## src/rtl/serial_byte_loader.sv

```systemverilog
// Serial-to-parallel byte loader: assembles eight serial bits, then writes the
// byte downstream with a one-cycle store pulse while holding data_out stable.
module serial_byte_loader #(
  parameter bit MSB_FIRST = 1'b1
) (
  input  logic       clk,
  input  logic       reset,
  input  logic       bit_in,
  input  logic       bit_valid,
  input  logic       clear,
  input  logic       commit,
  output logic [7:0] data_out,
  output logic       store,
  output logic [3:0] bit_count,
  output logic       full,
  output logic       overflow
);

  typedef enum logic [1:0] {
    SHIFT = 2'd0,
    FULL  = 2'd1,
    STORE = 2'd2
  } state_t;

  state_t     r_state,   w_state_nx;
  logic [7:0] r_shift,   w_shift_nx;
  logic [7:0] r_data,    w_data_nx;
  logic [3:0] r_count,   w_count_nx;
  logic       r_ovf,     w_ovf_nx;
  logic [7:0] w_shifted;

  // Bit order is fixed at elaboration; only one of the two shifts is built.
  assign w_shifted = MSB_FIRST ? {r_shift[6:0], bit_in} : {bit_in, r_shift[7:1]};

  // NOTE: every next-value gets its hold value first so no path leaves a
  // variable unassigned, which would otherwise infer a latch.
  always_comb begin
    w_state_nx = r_state;
    w_shift_nx = r_shift;
    w_data_nx  = r_data;
    w_count_nx = r_count;
    w_ovf_nx   = r_ovf;

    unique case (r_state)
      SHIFT: begin
        if (clear) begin
          w_shift_nx = '0;
          w_count_nx = '0;
        end else if (bit_valid) begin
          w_shift_nx = w_shifted;
          w_count_nx = r_count + 4'd1;
          if (r_count == 4'd7) w_state_nx = FULL;
        end
      end
      FULL: begin
        if (clear) begin
          w_state_nx = SHIFT;
          w_shift_nx = '0;
          w_count_nx = '0;
        end else begin
          if (bit_valid) w_ovf_nx = 1'b1;
          // data_out is only ever loaded here, so it holds through and after the pulse.
          if (commit) begin
            w_data_nx  = r_shift;
            w_state_nx = STORE;
          end
        end
      end
      STORE: begin
        w_state_nx = SHIFT;
        w_shift_nx = '0;
        w_count_nx = '0;
      end
      default: begin
        w_state_nx = SHIFT;
        w_shift_nx = '0;
        w_count_nx = '0;
      end
    endcase
  end

  // NOTE: sequential state uses non-blocking assignments so all registers
  // update together from values sampled before the edge.
  always_ff @(posedge clk) begin
    if (reset) begin
      r_state <= SHIFT;
      r_shift <= '0;
      r_data  <= '0;
      r_count <= '0;
      r_ovf   <= 1'b0;
    end else begin
      r_state <= w_state_nx;
      r_shift <= w_shift_nx;
      r_data  <= w_data_nx;
      r_count <= w_count_nx;
      r_ovf   <= w_ovf_nx;
    end
  end

  assign data_out  = r_data;
  assign store     = (r_state == STORE);
  assign bit_count = r_count;
  assign full      = (r_count == 4'd8);
  assign overflow  = r_ovf;

endmodule

```

## config.mk

```make
export PLATFORM = sky130hd
export DESIGN_NAME = serial_byte_loader
export DESIGN_NICKNAME = d
export VERILOG_FILES = /design/src/rtl/serial_byte_loader.sv
export SDC_FILE = /design/constraint.sdc
export NUM_CORES = 1
export LEC_CHECK = 0
export ABC_CLOCK_PERIOD_IN_PS = 1500
export CORE_MARGIN = 2
export CORE_UTILIZATION = 47
export CTS_BUF_LIST = sky130_fd_sc_hd__clkbuf_8 sky130_fd_sc_hd__clkbuf_16
export CTS_CLUSTER_DIAMETER = 200
export CTS_CLUSTER_SIZE = 14
export DETAILED_ROUTE_END_ITERATION = 12
export GPL_TIMING_DRIVEN = 0
export PLACE_DENSITY = 0.76
export SYNTH_ARGS = -nofsm -noshare
export SYNTH_HDL_FRONTEND = slang
export SYNTH_SLANG_ARGS = --single-unit
```

## constraint.sdc

```tcl
create_clock -name clk -period 1.5 [get_ports clk]
set_clock_uncertainty 0.15 [all_clocks]
set_input_delay 0.3 -clock clk [delete_from_list [all_inputs] [get_ports clk]]
set_output_delay 0.3 -clock clk [all_outputs]
set_load 0.005 [all_outputs]
```

==> results of run 1 <==
## power by group
part	leakage (nW)	switching [mW]	total [mW]	internal, mW
sequential	0.190	0.00208	0.613	0.611
combinational	0.328	0.0401	0.0733	0.0332
clock	0.0255	0.203	0.389	0.186
total	0.544	0.246	1.08	0.830
## repair_timing
action,CTS,global route
cloned,0,1
setup buffers,7,1
pin swaps,2,8
gates resized for setup,34,15
setup endpoints to repair,30,19
## worst min-delay path by stage
stage | from | to | slack [ns] | cells after the start
floorplan | r_shift[7] | data_out[7] | 0.28 | 2
global placement | data_out[6] | data_out[6] | 0.29 | 2
detailed placement | data_out[2] | data_out[2] | 0.30 | 2
CTS | data_out[2] | data_out[2] | 0.31 | 2
global route | bit_valid | overflow | 0.31 | 3
finish | bit_valid | overflow | 0.28 | 3
## cells in the final DEF (no fill, tap or decap), types with 4 or more instances in the layout
cell / count
buf_4: 7
buf_2: 4
nand2_1: 24
dfxtp_2: 8
dlygate4sd2_1: 14
nor2_1: 5
a21oi_1: 16
dfxtp_1: 14
nand3_1: 10
buf_6: 4
## kinds of logic (layout without fill, tap and decap cells)
| family | Yosys count | in the layout |
|---|---|---|
| AO/OA/AOI/OAI | 21 | 21 |
| AND/OR/NAND/NOR | 52 | 52 |
| adder cells (fa/ha/maj) | 2 | 2 |
| flip-flops | 23 | 23 |
| buffers and inverters | 8 | 41 |
| XOR/XNOR | 2 | 2 |
## routing by layer
| layer | vias up | wire (um) |
|---|---|---|
| li1 | 430 | - |
| met1 | 419 | 945 |
| met2 | 22 | 1100 |
| met3 | 3 | 68 |
| met4 | 0 | 29 |
| met5 | - | 0 |
## final cells by class
cell class / count / share of cell area
tap: 27 / 0.0259
buffer: 6 / 0.0326
clock buffer: 3 / 0.0316
clock inverter: 1 / 0.00384
timing repair buffer: 29 / 0.192
multi-input combinational: 77 / 0.345
sequential: 23 / 0.363
inverter: 2 / 0.00575
## state kept, by name, summed over array words and instances, names as in the netlist
name       cells
overflow       1
r_state        2
r_shift        8
bit_count      4
data_out       8
## worst min-delay path: stages
cell and delay (ns):
dlymetal6s2s_1 0.18, a31oi_1 0.11, nor2_1 0.07
==> flow_summary.toml, run 1 <==
[layout]
n_fill_cell = 161
drive_gt1_frac = 0.284
fin_util = 0.686
regArea_um2 = 474
layout.cells.non_filler = 168
fin_area_mm2 = 0.00131
diodes = 0
fin_nets = 150
multi_input_area_um2 = 450
syn_to_final_growth_pct = 41.7

[synthesis]
synthTopCellsByArea = "dfxtp_1 50%, a21oi_1 10%, nand2_1 10%"
synth_top_family_by_area = "simple AND/OR/NAND/NOR gates"
yosys-top-cells-count = "25 x nand2_1, 23 x dfxtp_1, 19 x a21oi_1"
ys_seq_area_frac = 0.500
synthesis.area_um2 = 921
muxShareOfSynthArea = 0
avgSynthCellArea_um2 = 8.53
synth_top_area_frac = 0.500
async_reset_ff_frac = 0
synth_fa_ha_area_frac = 0.0272
synthCells = 108
synthDistinctLibCells = 25
ys_ff_latch = 23
yosys.area_share.simple = 0.293
synth-compound-area-share = 0.115
synth_ff_type = "dfxtp_1"
synth_area_leader_cell = "dfxtp_1"
synth-xor-area-share = 0.0190
synth_edf_count = 0
syn_nets = 116
yosys.cell_count.top_type = "nand2_1"
yosys_warnings = 0

[critical_path]
cp_max_fo = 2
worst_setup_path_start_kind = "flop"
crit_path_top_delay_cell = "dfxtp_2"
crit_cells = 4
cpPeakStageDelay_ns = 0.35
cp.arrival_ns = 1.07
critical_path.top_delay_family = "flip-flops"
r2r-start = "r_state[0]"
critPathLaunch = "bit_count[1]"
timing.rr.end = "r_shift[0]"
r2r_slack_ns = 0.06
endpoint_kind = "primary output"
critPathBufInv = 2
endpoint = "full"
r2r_cells = 6
worstPathRequired_ns = 1.05
worstPathCellList = "inv_2 > ha_2 > and3b_1 > buf_2"
crit_type = "reg2out"

[outcome]
violations = "setup timing"
status = "finished with violations"

[route]
routed_via_density = 5.20
drcViolationCount = 0
vias = 874
first_pass_iters = 4
wl_per_cell_um = 12.7
drt_iter0_drc = 26
routed_wirelength_um = 2140
ant_nets = 0

[global_route]
first_global_vias = 718
grt-ovfl-total = 0
met2_usage = 0.321
grt_pass1_wl_um = 3270
grt_usage = 0.202
antenna_found_initial = 0
gr-usage-met1 = 0.271
use_met3 = 0.0222
top_usage_layer = "met2"
grt_max_degree = 14

[floorplanning]
io_pins = 21
start_util = 0.484
die_y_um = 48.3
fp.dieW_um = 48.3
dieArea_mm2 = 0.00233
core-area_mm2 = 0.00190
rows = 16

[run]
max_cap_viol_count = 0

[sta]
fin_crit_ns = 1.52
fin_ws_ns = -0.0204
fin_crit_sh = 1.01
finalMaxSlewViolations = 0
relSlewSlack = 0.716
finalSetupViolCount = 1
tightest_slew_ns = 0.426
hold_viol_final = 0
hold_ws_ns = 0.277
fin_setup_tns_ns = -0.0204
rsz0062_at_grt = "yes"
fmax_mhz = 658

[clock_tree]
worstSkewPairLatency_ns = 0.27
cts_hold_buf = 0
clk_pin_slew_ns = 0.08
numClockSinks = 23
cts_buffer_depth = 2
cts_tree = "done"
cts-root-buf = "clkbuf_8"
cts_buffers = 3
htreeDepth = 1

[placement]
place_congestion = 0.740
placed_cells = 155
dpl-instance-area_mm2 = 0.00115
port_buffers = 20
hpwl_um = 1330
placement.setup.worst_slack_ns = -0.429

[power]
power_mw = 1.08
peakVddDrop_mv = 0.544
leakagePower_nw = 0.544
pwr_density_cell_mw_per_mm2 = 824

[worst_hold_path]
worst_hold_path_type = "in2reg"
(Power assumes the default switching activity.)
==> inputs of run 2 (changes only) <==
--- a/config.mk
+++ b/config.mk
@@ -9,11 +9,13 @@
 export CORE_MARGIN = 2
 export CORE_UTILIZATION = 47
 export CTS_BUF_LIST = sky130_fd_sc_hd__clkbuf_8 sky130_fd_sc_hd__clkbuf_16
-export CTS_CLUSTER_DIAMETER = 200
+export CTS_CLUSTER_DIAMETER = 100
 export CTS_CLUSTER_SIZE = 14
 export DETAILED_ROUTE_END_ITERATION = 12
 export GPL_TIMING_DRIVEN = 0
 export PLACE_DENSITY = 0.76
+export REMOVE_ABC_BUFFERS = 1
+export SETUP_SLACK_MARGIN = 0.1
 export SYNTH_ARGS = -nofsm -noshare
 export SYNTH_HDL_FRONTEND = slang
 export SYNTH_SLANG_ARGS = --single-unit
==> flow_summary.toml, run 2 (synthesis gave the netlist of run 1 again) <==
[floorplanning]
dieArea_mm2 = 0.00233
fp.dieW_um = 48.3
core-area_mm2 = 0.00190
rows = 16
start_util = 0.484
io_pins = 21
die_y_um = 48.3

[route]
routed_via_density = 5.05
ant_nets = 0
first_pass_iters = 4
routed_wirelength_um = 2180
wl_met2_um = 1110
drt_iter0_drc = 16
topRoutingLayerUsed = "met4"
vias = 844
wl_per_cell_um = 13.0
wl_met3_um = 54
drcViolationCount = 0
m1WireLength_um = 977

[critical_path]
cp_max_fo = 2
crit_cells = 4
cpPeakStageDelay_ns = 0.34
endpoint = "full"
worstPathCellList = "inv_2 > ha_4 > and3b_1 > buf_2"
worst_setup_path_start_kind = "flop"
r2r_slack_ns = 0.13
r2r_cells = 6
worstPathRequired_ns = 1.05
crit_path_top_delay_cell = "dfxtp_2"
endpoint_kind = "primary output"
crit_type = "reg2out"
timing.rr.end = "bit_count[2]"
critPathBufInv = 2
r2r-start = "bit_count[1]"
critPathLaunch = "bit_count[1]"
critical_path.top_delay_family = "flip-flops"
cp.arrival_ns = 1.08

[sta]
relSlewSlack = 0.694
fin_ws_ns = -0.0315
rsz0062_at_grt = "yes"
hold_ws_ns = 0.298
tightest_slew_ns = 0.459
fin_crit_ns = 1.53
hold_viol_final = 0
fmax_mhz = 653
finalSetupViolCount = 1
fin_crit_sh = 1.02
finalMaxSlewViolations = 0

[layout]
syn_to_final_growth_pct = 47.8
fin_nets = 149
fin_area_mm2 = 0.00136
diodes = 0
drive_gt1_frac = 0.336
final_common_cell = "nand2_1"
layout_common_cells = "21 x nand2_1, 14 x dfxtp_1, 14 x dlygate4sd2_1"

[clock_tree]
numClockSinks = 23
cts_buffers = 3
cts-root-buf = "clkbuf_8"
cts_tree = "done"
clk_pin_slew_ns = 0.08
htreeDepth = 1
worstSkewPairLatency_ns = 0.26
cts_buffer_depth = 2
cts_hold_buf = 0

[worst_hold_path]
holdPathStages = 2
worst_hold_path_type = "reg2reg"

[global_route]
grt_usage = 0.193
grt_max_degree = 21
first_global_vias = 691
grt_pass1_wl_um = 3080
grt-ovfl-total = 0
antenna_found_initial = 0

[power]
leakagePower_nw = 0.540
pwr_density_cell_mw_per_mm2 = 785
peakVddDrop_mv = 0.495

[outcome]
violations = "setup timing"
status = "finished with violations"

[placement]
dpl-instance-area_mm2 = 0.00112
place_congestion = 0.712
hpwl_um = 1230
port_buffers = 20

[run]
max_cap_viol_count = 0
-- run 2: changes by cell type in the layout (fill, tap and decap cells not counted), moves of 2 or more --
cell / change
a21oi_1: -3
a21oi_2: +3
buf_2: -2
buf_4: +3
clkdlybuf4s15_1: +2
clkdlybuf4s50_1: -2
dfxtp_2: -2
dfxtp_4: +2
nand2_1: -3
nand2_2: +3
-- run 2: metrics by stage --
stage | setup WS, ns | std cells | setup TNS [ns] | utilization | total power, mW
detailed placement | -0.888 | 149 | -12.42 | 0.589 | 0.687
global placement | -0.822 | 149 | -11.57 | 0.589 | 0.685
CTS | -0.0396 | 164 | -0.0396 | 0.678 | 1.06
global route | -0.0672 | 167 | -0.0672 | 0.716 | 1.11
floorplan | -0.0648 | 102 | -0.518 | - | 0.652
finish | -0.0315 | 167 | -0.0315 | 0.716 | 1.07
-- run 2: tightest hold or removal path: stages (launching register included) --
cell,delay (ns)
dfxtp_1,0.32
nand2_1,0.05
a21oi_1,0.05
-- run 2: layer usage --
layer | global-route usage | vias up
met3 | 0.0333 | 4
li1 | - | 427
met4 | 0.0757 | 0
met2 | 0.324 | 14
met5 | 0 | -
met1 | 0.247 | 399
-- run 2: cell type report --
class | count | area (um^2)
Clock buffer | 3 | 41.3
Clock inverter | 1 | 3.75
Fill cell | 151 | 541
Inverter | 2 | 7.51
Multi-Input combinational cell | 77 | 508
Sequential cell | 23 | 479
Tap cell | 27 | 33.8
Timing Repair Buffer | 34 | 288
-- run 2: how the worst min path moves through the flow --
stage | start | end | slack [ns]
4_1_cts | r_shift[7] | data_out[7] | 0.30
5_1_grt | r_shift[7] | data_out[7] | 0.32
6_report | r_shift[7] | data_out[7] | 0.30
3_3_place_gp | r_shift[7] | data_out[7] | 0.29
2_1_floorplan | reset | bit_count[1] | 0.22
3_5_place_dp | r_shift[7] | data_out[7] | 0.29
-- run 2: timing repair --
action / 4_1_cts / 5_1_grt
resized for setup: 49 / 18
setup endpoints to repair: 37 / 18
setup buffers: 11 / 2
pin swaps: 2 / 17
cloned: 0 / 1
endpoints found under the hold margin: 0 / 0
-- run 2: power breakdown --
part	total (mW)	switching [mW]	leakage, nW	internal (mW)
Clock	0.374	0.192	0.0269	0.183
Combinational	0.0849	0.0463	0.322	0.0387
Sequential	0.610	0.00207	0.191	0.608
==> RTL change 1: new RTL, config.mk and constraints of run 2 <==
Encoding of `state_t`: now one-hot (3 bits for 3 states).
--- a/src/rtl/serial_byte_loader.sv
+++ b/src/rtl/serial_byte_loader.sv
@@ -16,10 +16,10 @@
   output logic       overflow
 );
 
-  typedef enum logic [1:0] {
-    SHIFT = 2'd0,
-    FULL  = 2'd1,
-    STORE = 2'd2
+  typedef enum logic [2:0] {
+    SHIFT = 3'b001,
+    FULL  = 3'b010,
+    STORE = 3'b100
   } state_t;
 
   state_t     r_state,   w_state_nx;
Check against the original RTL: same outputs for any inputs over 10 cycles, from zero or initial values and one cycle with reset high; not proved beyond that.
==> RTL change 1 against run 2 <==
- the flow still finishes with violations (negative setup slack)
- sequential power grew 4.1%
- routed wire length grew 40%
- total power grew 10%
- combinational power grew 26%
- clock power grew 16%
- via count grew 23%
- die area grew 21%
- sequential cell count grew 1
- synthesized area grew 24%
- worst setup slack lost 46 ps
- cell area grew 23%
- critical path type is now reg -> reg
- highest routed layer unchanged
==> RTL change 1: results (changes against run 2) <==
{| class="wikitable"
! Metric !! Value
|-
| Outcome || complete, but fails checks (unchanged)
|-
| Violated checks || negative setup slack (unchanged)
|-
| Number of port buffers || 20 (unchanged)
|-
| Fill cells || 164 (was 151)
|-
| Half-perimeter wire length after detailed placement || 1610 µm (was 1230 µm)
|-
| Starting DRC count in detailed routing || 35 (was 16)
|-
| Wire length of the first global-routing pass || 4680 µm (was 3080 µm)
|-
| Maximum capacitance violations || 0 (unchanged)
|-
| Final GP Congestion || 0.720 (was 0.712)
|-
| Setup slack after layout || -77.0 ps (was -31.5 ps)
|-
| Leading post-synthesis cells by cell area || sky130_fd_sc_hd__dfxtp_1 (42%), sky130_fd_sc_hd__mux2i_1 (7.9%), sky130_fd_sc_hd__nand3_1 (7.9%), sky130_fd_sc_hd__o21ai_2 (6.2%), sky130_fd_sc_hd__nand2b_1 (5.0%) (was sky130_fd_sc_hd__dfxtp_1 (50%), sky130_fd_sc_hd__a21oi_1 (10%), sky130_fd_sc_hd__nand2_1 (10%), sky130_fd_sc_hd__nand3_1 (5.4%), sky130_fd_sc_hd__ha_1 (2.7%))
|-
| Most frequent cells after synthesis || sky130_fd_sc_hd__dfxtp_1 (24), sky130_fd_sc_hd__nand3_1 (18), sky130_fd_sc_hd__a21oi_1 (11) (was sky130_fd_sc_hd__nand2_1 (25), sky130_fd_sc_hd__dfxtp_1 (23), sky130_fd_sc_hd__a21oi_1 (19))
|-
| Antenna violations before repair || 0 (unchanged)
|-
| Count of distinct cell types in the synthesized netlist || 32 (was 25)
|-
| Switching part of the total || 22.2% (was 22.5%)
|-
| Worst endpoint data arrival time || 1610 ps (was 1080 ps)
|-
| CTS Buf Count || 3 (unchanged)
|-
| CTS clock-pin slew for the worst setup and hold paths || 90 ps
|-
| Post-layout nets || 167 (was 149)
|-
| Proportion of register bits with asynchronous set or reset after synthesis || 0% (unchanged)
|-
| Share of post-route cells with drive strength above 1 || 44.9% (was 33.6%)
|-
| Highest net fanout along the worst path || 9 (was 2)
|-
| ANT cells || 0 (unchanged)
|-
| Global-route usage over all layers || 22.9% (was 19.3%)
|-
| Total iterations of the first detailed-routing run || 4 (unchanged)
|-
| Sequential share of the synthesized area || 42.2% (was 50.0%)
|-
| Worst hold path type || reg -> reg (unchanged)
|-
| Detail-routed via count per cell || 5.60 (was 5.05)
|-
| Latest clock arrival within the worst-skew pair || 260 ps (about the same)
|-
| Pin count of the biggest net entering global routing || 22 (was 21)
|-
| Number of global-route vias before repair || 959 (was 691)
|-
| Worst-case vdd ir drop || 0.598 mV (was 0.495 mV)
|-
| Setup violations, final || 7 (was 1)
|-
| Yosys warning total || 0 (unchanged)
|-
| Mean routed wirelength per cell || 16.4 µm (was 13.0 µm)
|-
| P_leak || 0.694 nW (was 0.540 nW)
|-
| Actual transition at the worst max-transition pin || 450 ps (was 459 ps)
|-
| Clock tree root driver cell || sky130_fd_sc_hd__clkbuf_8 (unchanged)
|-
| Clock Path Buffers || 2 (unchanged)
|}
## RTL change 1: cells by family (layout without fill, tap and decap cells)
group,count (synthesis),count (layout),synth area share [%]
AND/OR/NAND/NOR,49,50,27.3
XOR/XNOR,1,1,0.770
adder cells (fa/ha/maj),2,2,2.20
flip-flops,24,24,42.2
AO/OA/AOI/OAI,25,25,14.6
multiplexers,9,9,7.92
buffers and inverters,10,47,4.95
## RTL change 1: what timing repair did
action	CTS	global route
gates resized for setup	69	11
pin swaps	8	3
buffers inserted	16	5
setup endpoints to repair	39	26
gates cloned	1	0
## RTL change 1: worst paths after layout
path	startpoint	to	slack [ps]	depth (start not counted)
max reg2reg	r_state[2]	data_out[1]	-80	6
min	data_out[5]	data_out[5]	310	2
max	r_state[2]	data_out[1]	-80	6
min reg2reg	data_out[5]	data_out[5]	310	2
## RTL change 1: routing by layer
layer	global-route usage, %	vias up	part of all wire, %	routed length (µm)
met3	3.39	2	2.9	88
met5	0	-	0	0
met1	29.3	506	45	1370
li1	-	510	-	-
met2	40.2	24	52	1590
met4	5.13	0	0.33	10
## RTL change 1: final cells by class
class,count,area (µm²),share of cell area (%)
repair buffers,40,368,22.0
flip-flops and latches,24,513,30.7
well taps,28,35.0,2.09
multi-input cells,87,683,40.8
inverters,3,18.8,1.12
clock buffers,4,55.1,3.29
## RTL change 1: per-stage QoR
step	TNS, ps	area (µm²)	worst slack [ps]	instances	total power [mW]
2_1_floorplan	-1770	1100	-119	113	0.696
3_3_place_gp	-16070	1330	-792	161	0.736
3_5_place_dp	-16790	1330	-846	161	0.738
4_1_cts	-59.9	1630	-31.6	182	1.18
5_1_grt	-675	1670	-110	186	1.23
6_report	-253	1670	-77.0	186	1.18
## RTL change 1: power groups by stage
stage	clock [mW]	combinational (mW)	sequential (mW)
after floorplan	0	0.0361	0.660
after CTS	0.441	0.102	0.636
after detailed placement	0	0.0772	0.661
after global routing	0.481	0.115	0.636
final	0.434	0.107	0.635
after global placement	0	0.0754	0.661
## RTL change 1: worst max-delay path, cell delays in order (launching register included)
cell	delay [ps]
sky130_fd_sc_hd__dfxtp_4	350
sky130_fd_sc_hd__buf_6	120
sky130_fd_sc_hd__buf_4	130
sky130_fd_sc_hd__nor4b_4	270
sky130_fd_sc_hd__buf_6	180
sky130_fd_sc_hd__nand3_1	110
sky130_fd_sc_hd__a21oi_2	170
==> RTL change 2: new RTL, config.mk and constraints of run 2 <==
Made on the original files. `r_shift` and `r_data` no longer have a reset.
--- a/src/rtl/serial_byte_loader.sv
+++ b/src/rtl/serial_byte_loader.sv
@@ -84,17 +84,18 @@
   always_ff @(posedge clk) begin
     if (reset) begin
       r_state <= SHIFT;
-      r_shift <= '0;
-      r_data  <= '0;
       r_count <= '0;
       r_ovf   <= 1'b0;
     end else begin
       r_state <= w_state_nx;
-      r_shift <= w_shift_nx;
-      r_data  <= w_data_nx;
       r_count <= w_count_nx;
       r_ovf   <= w_ovf_nx;
     end
+  end
+
+  always_ff @(posedge clk) begin
+    r_shift <= w_shift_nx;
+    r_data  <= w_data_nx;
   end
 
   assign data_out  = r_data;
Behaviour: differs if reset is asserted again (counterexample within 10 cycles, from zero or initial values and one cycle with reset high); with reset held inactive, the same outputs for 10 cycles.
==> RTL change 2 against run 2 <==
- the flow still finishes with violations (negative setup slack)
- worst setup slack gained 14 ps
- sequential cell count is the same
- synthesized cell count shrank 41%
- cell area shrank 7.8%
- routed wire length shrank 32%
- cell count shrank 29%
- total power grew 8.2%
- synthesized area shrank 2.6%
- critical path type unchanged
==> RTL change 2: results (changes against run 2) <==
{| class="wikitable"
! Metric !! Value
|-
| Outcome || complete, but fails checks (unchanged)
|-
| Violated checks || negative setup slack (unchanged)
|-
| Reg2Reg Depth || 3 (was 6)
|-
| Mapped Cells || 64 (was 108)
|-
| Routed WL || 1480 µm (was 2180 µm)
|-
| Hold-critical path depth || 0 (was 2)
|-
| Half-perimeter wire length after detailed placement || 962 µm (was 1230 µm)
|-
| Number of flops mapped to enable cells by yosys || 16 (was 0)
|-
| Actual transition at the worst max-transition pin || 409 ps (was 459 ps)
|-
| Pin count of the biggest net entering global routing || 13 (was 21)
|-
| Setup TNS || -17.2 ps (was -31.5 ps)
|-
| Detail-routed via count per cell || 4.86 (was 5.05)
|-
| Placed cell count || 109 (was 149)
|-
| Worst-case vdd ir drop || 0.624 mV (was 0.495 mV)
|-
| Hold path startpoint || r_shift[7] (unchanged)
|-
| DR vias || 578 (was 844)
|-
| Global-route usage over all layers || 14.9% (was 19.3%)
|-
| Setup violations, final || 1 (unchanged)
|-
| P_leak || 0.504 nW (was 0.540 nW)
|-
| Setup slack after layout || -17.2 ps (was -31.5 ps)
|-
| Setup slack, reg-to-reg || 180 ps (was 130 ps)
|-
| Leading post-synthesis cells by cell area || sky130_fd_sc_hd__edfxtp_1 (54%), sky130_fd_sc_hd__dfxtp_1 (16%), sky130_fd_sc_hd__and2_1 (7.0%), sky130_fd_sc_hd__ha_1 (2.8%), sky130_fd_sc_hd__mux2i_1 (2.2%) (was sky130_fd_sc_hd__dfxtp_1 (50%), sky130_fd_sc_hd__a21oi_1 (10%), sky130_fd_sc_hd__nand2_1 (10%), sky130_fd_sc_hd__nand3_1 (5.4%), sky130_fd_sc_hd__ha_1 (2.7%))
|-
| RR Endpoint || r_shift[6] (was bit_count[2])
|-
| Count of distinct cell types in the synthesized netlist || 23 (was 25)
|-
| Predominant post-synthesis flop cell || sky130_fd_sc_hd__edfxtp_1 (was sky130_fd_sc_hd__dfxtp_1)
|}
RTL change 2: critical path, stage by stage (launching register included):
cell and delay [ps]:
sky130_fd_sc_hd__dfxtp_2 340, sky130_fd_sc_hd__inv_2 50, sky130_fd_sc_hd__ha_4 140, sky130_fd_sc_hd__and3b_1 160, sky130_fd_sc_hd__buf_2 120
RTL change 2: cell families after synthesis:
kind of cell	Yosys count	synth area share, %
fa+ha+maj	2	2.79
xor+xnor	1	0.976
buf+inv	3	1.26
simple gates	28	19.4
flops	23	69.2
compound gates	5	4.18
mux	2	2.23
RTL change 2: cell type report:
class	instances	area, µm²
fill	139	509
timing repair buffer	26	216
sequential	23	632
tap	25	31.3
clock buffer	3	41.3
clock inverter	1	3.75
inverter	3	11.3
multi-input combinational	38	319
RTL change 2: worst max-delay path by stage:
stage	to	slack (ps)	cells past startpoint
3_3_place_gp	data_out[7]	-470	3
6_report	full	-20	4
2_1_floorplan	data_out[0]	170	2
5_1_grt	full	-70	4
3_5_place_dp	data_out[6]	-510	3
4_1_cts	full	-50	4
RTL change 2: power breakdown:
| part | leakage [nW] | switching (mW) | internal [mW] |
|---|---|---|---|
| Sequential | 0.220 | 0.00938 | 0.701 |
| Clock | 0.0269 | 0.188 | 0.183 |
| Combinational | 0.257 | 0.0377 | 0.0374 |
RTL change 2: metal layers:
layer,up-vias,global-route usage (%),wire (µm)
met5,-,0,0
met4,0,9.73,21
met3,2,4.91,70
met2,17,23.7,741
met1,272,17.1,641
li1,287,-,-
RTL change 2: stage by stage:
| step | utilization [%] | setup WS (ps) | instance area [µm²] |
|---|---|---|---|
| after floorplan | - | 170 | 897 |
| after global placement | 64.0 | -473 | 1130 |
| after detailed placement | 64.0 | -506 | 1130 |
| after CTS | 68.6 | -49.7 | 1210 |
| after global routing | 71.1 | -71.8 | 1250 |
| final | 71.1 | -17.2 | 1250 |
RTL change 2: what timing repair did:
action,in CTS,in global routing
resized for setup,37,10
cloned,0,0
pin swaps,0,5
endpoints found under the setup margin,33,5
setup buffers,5,1
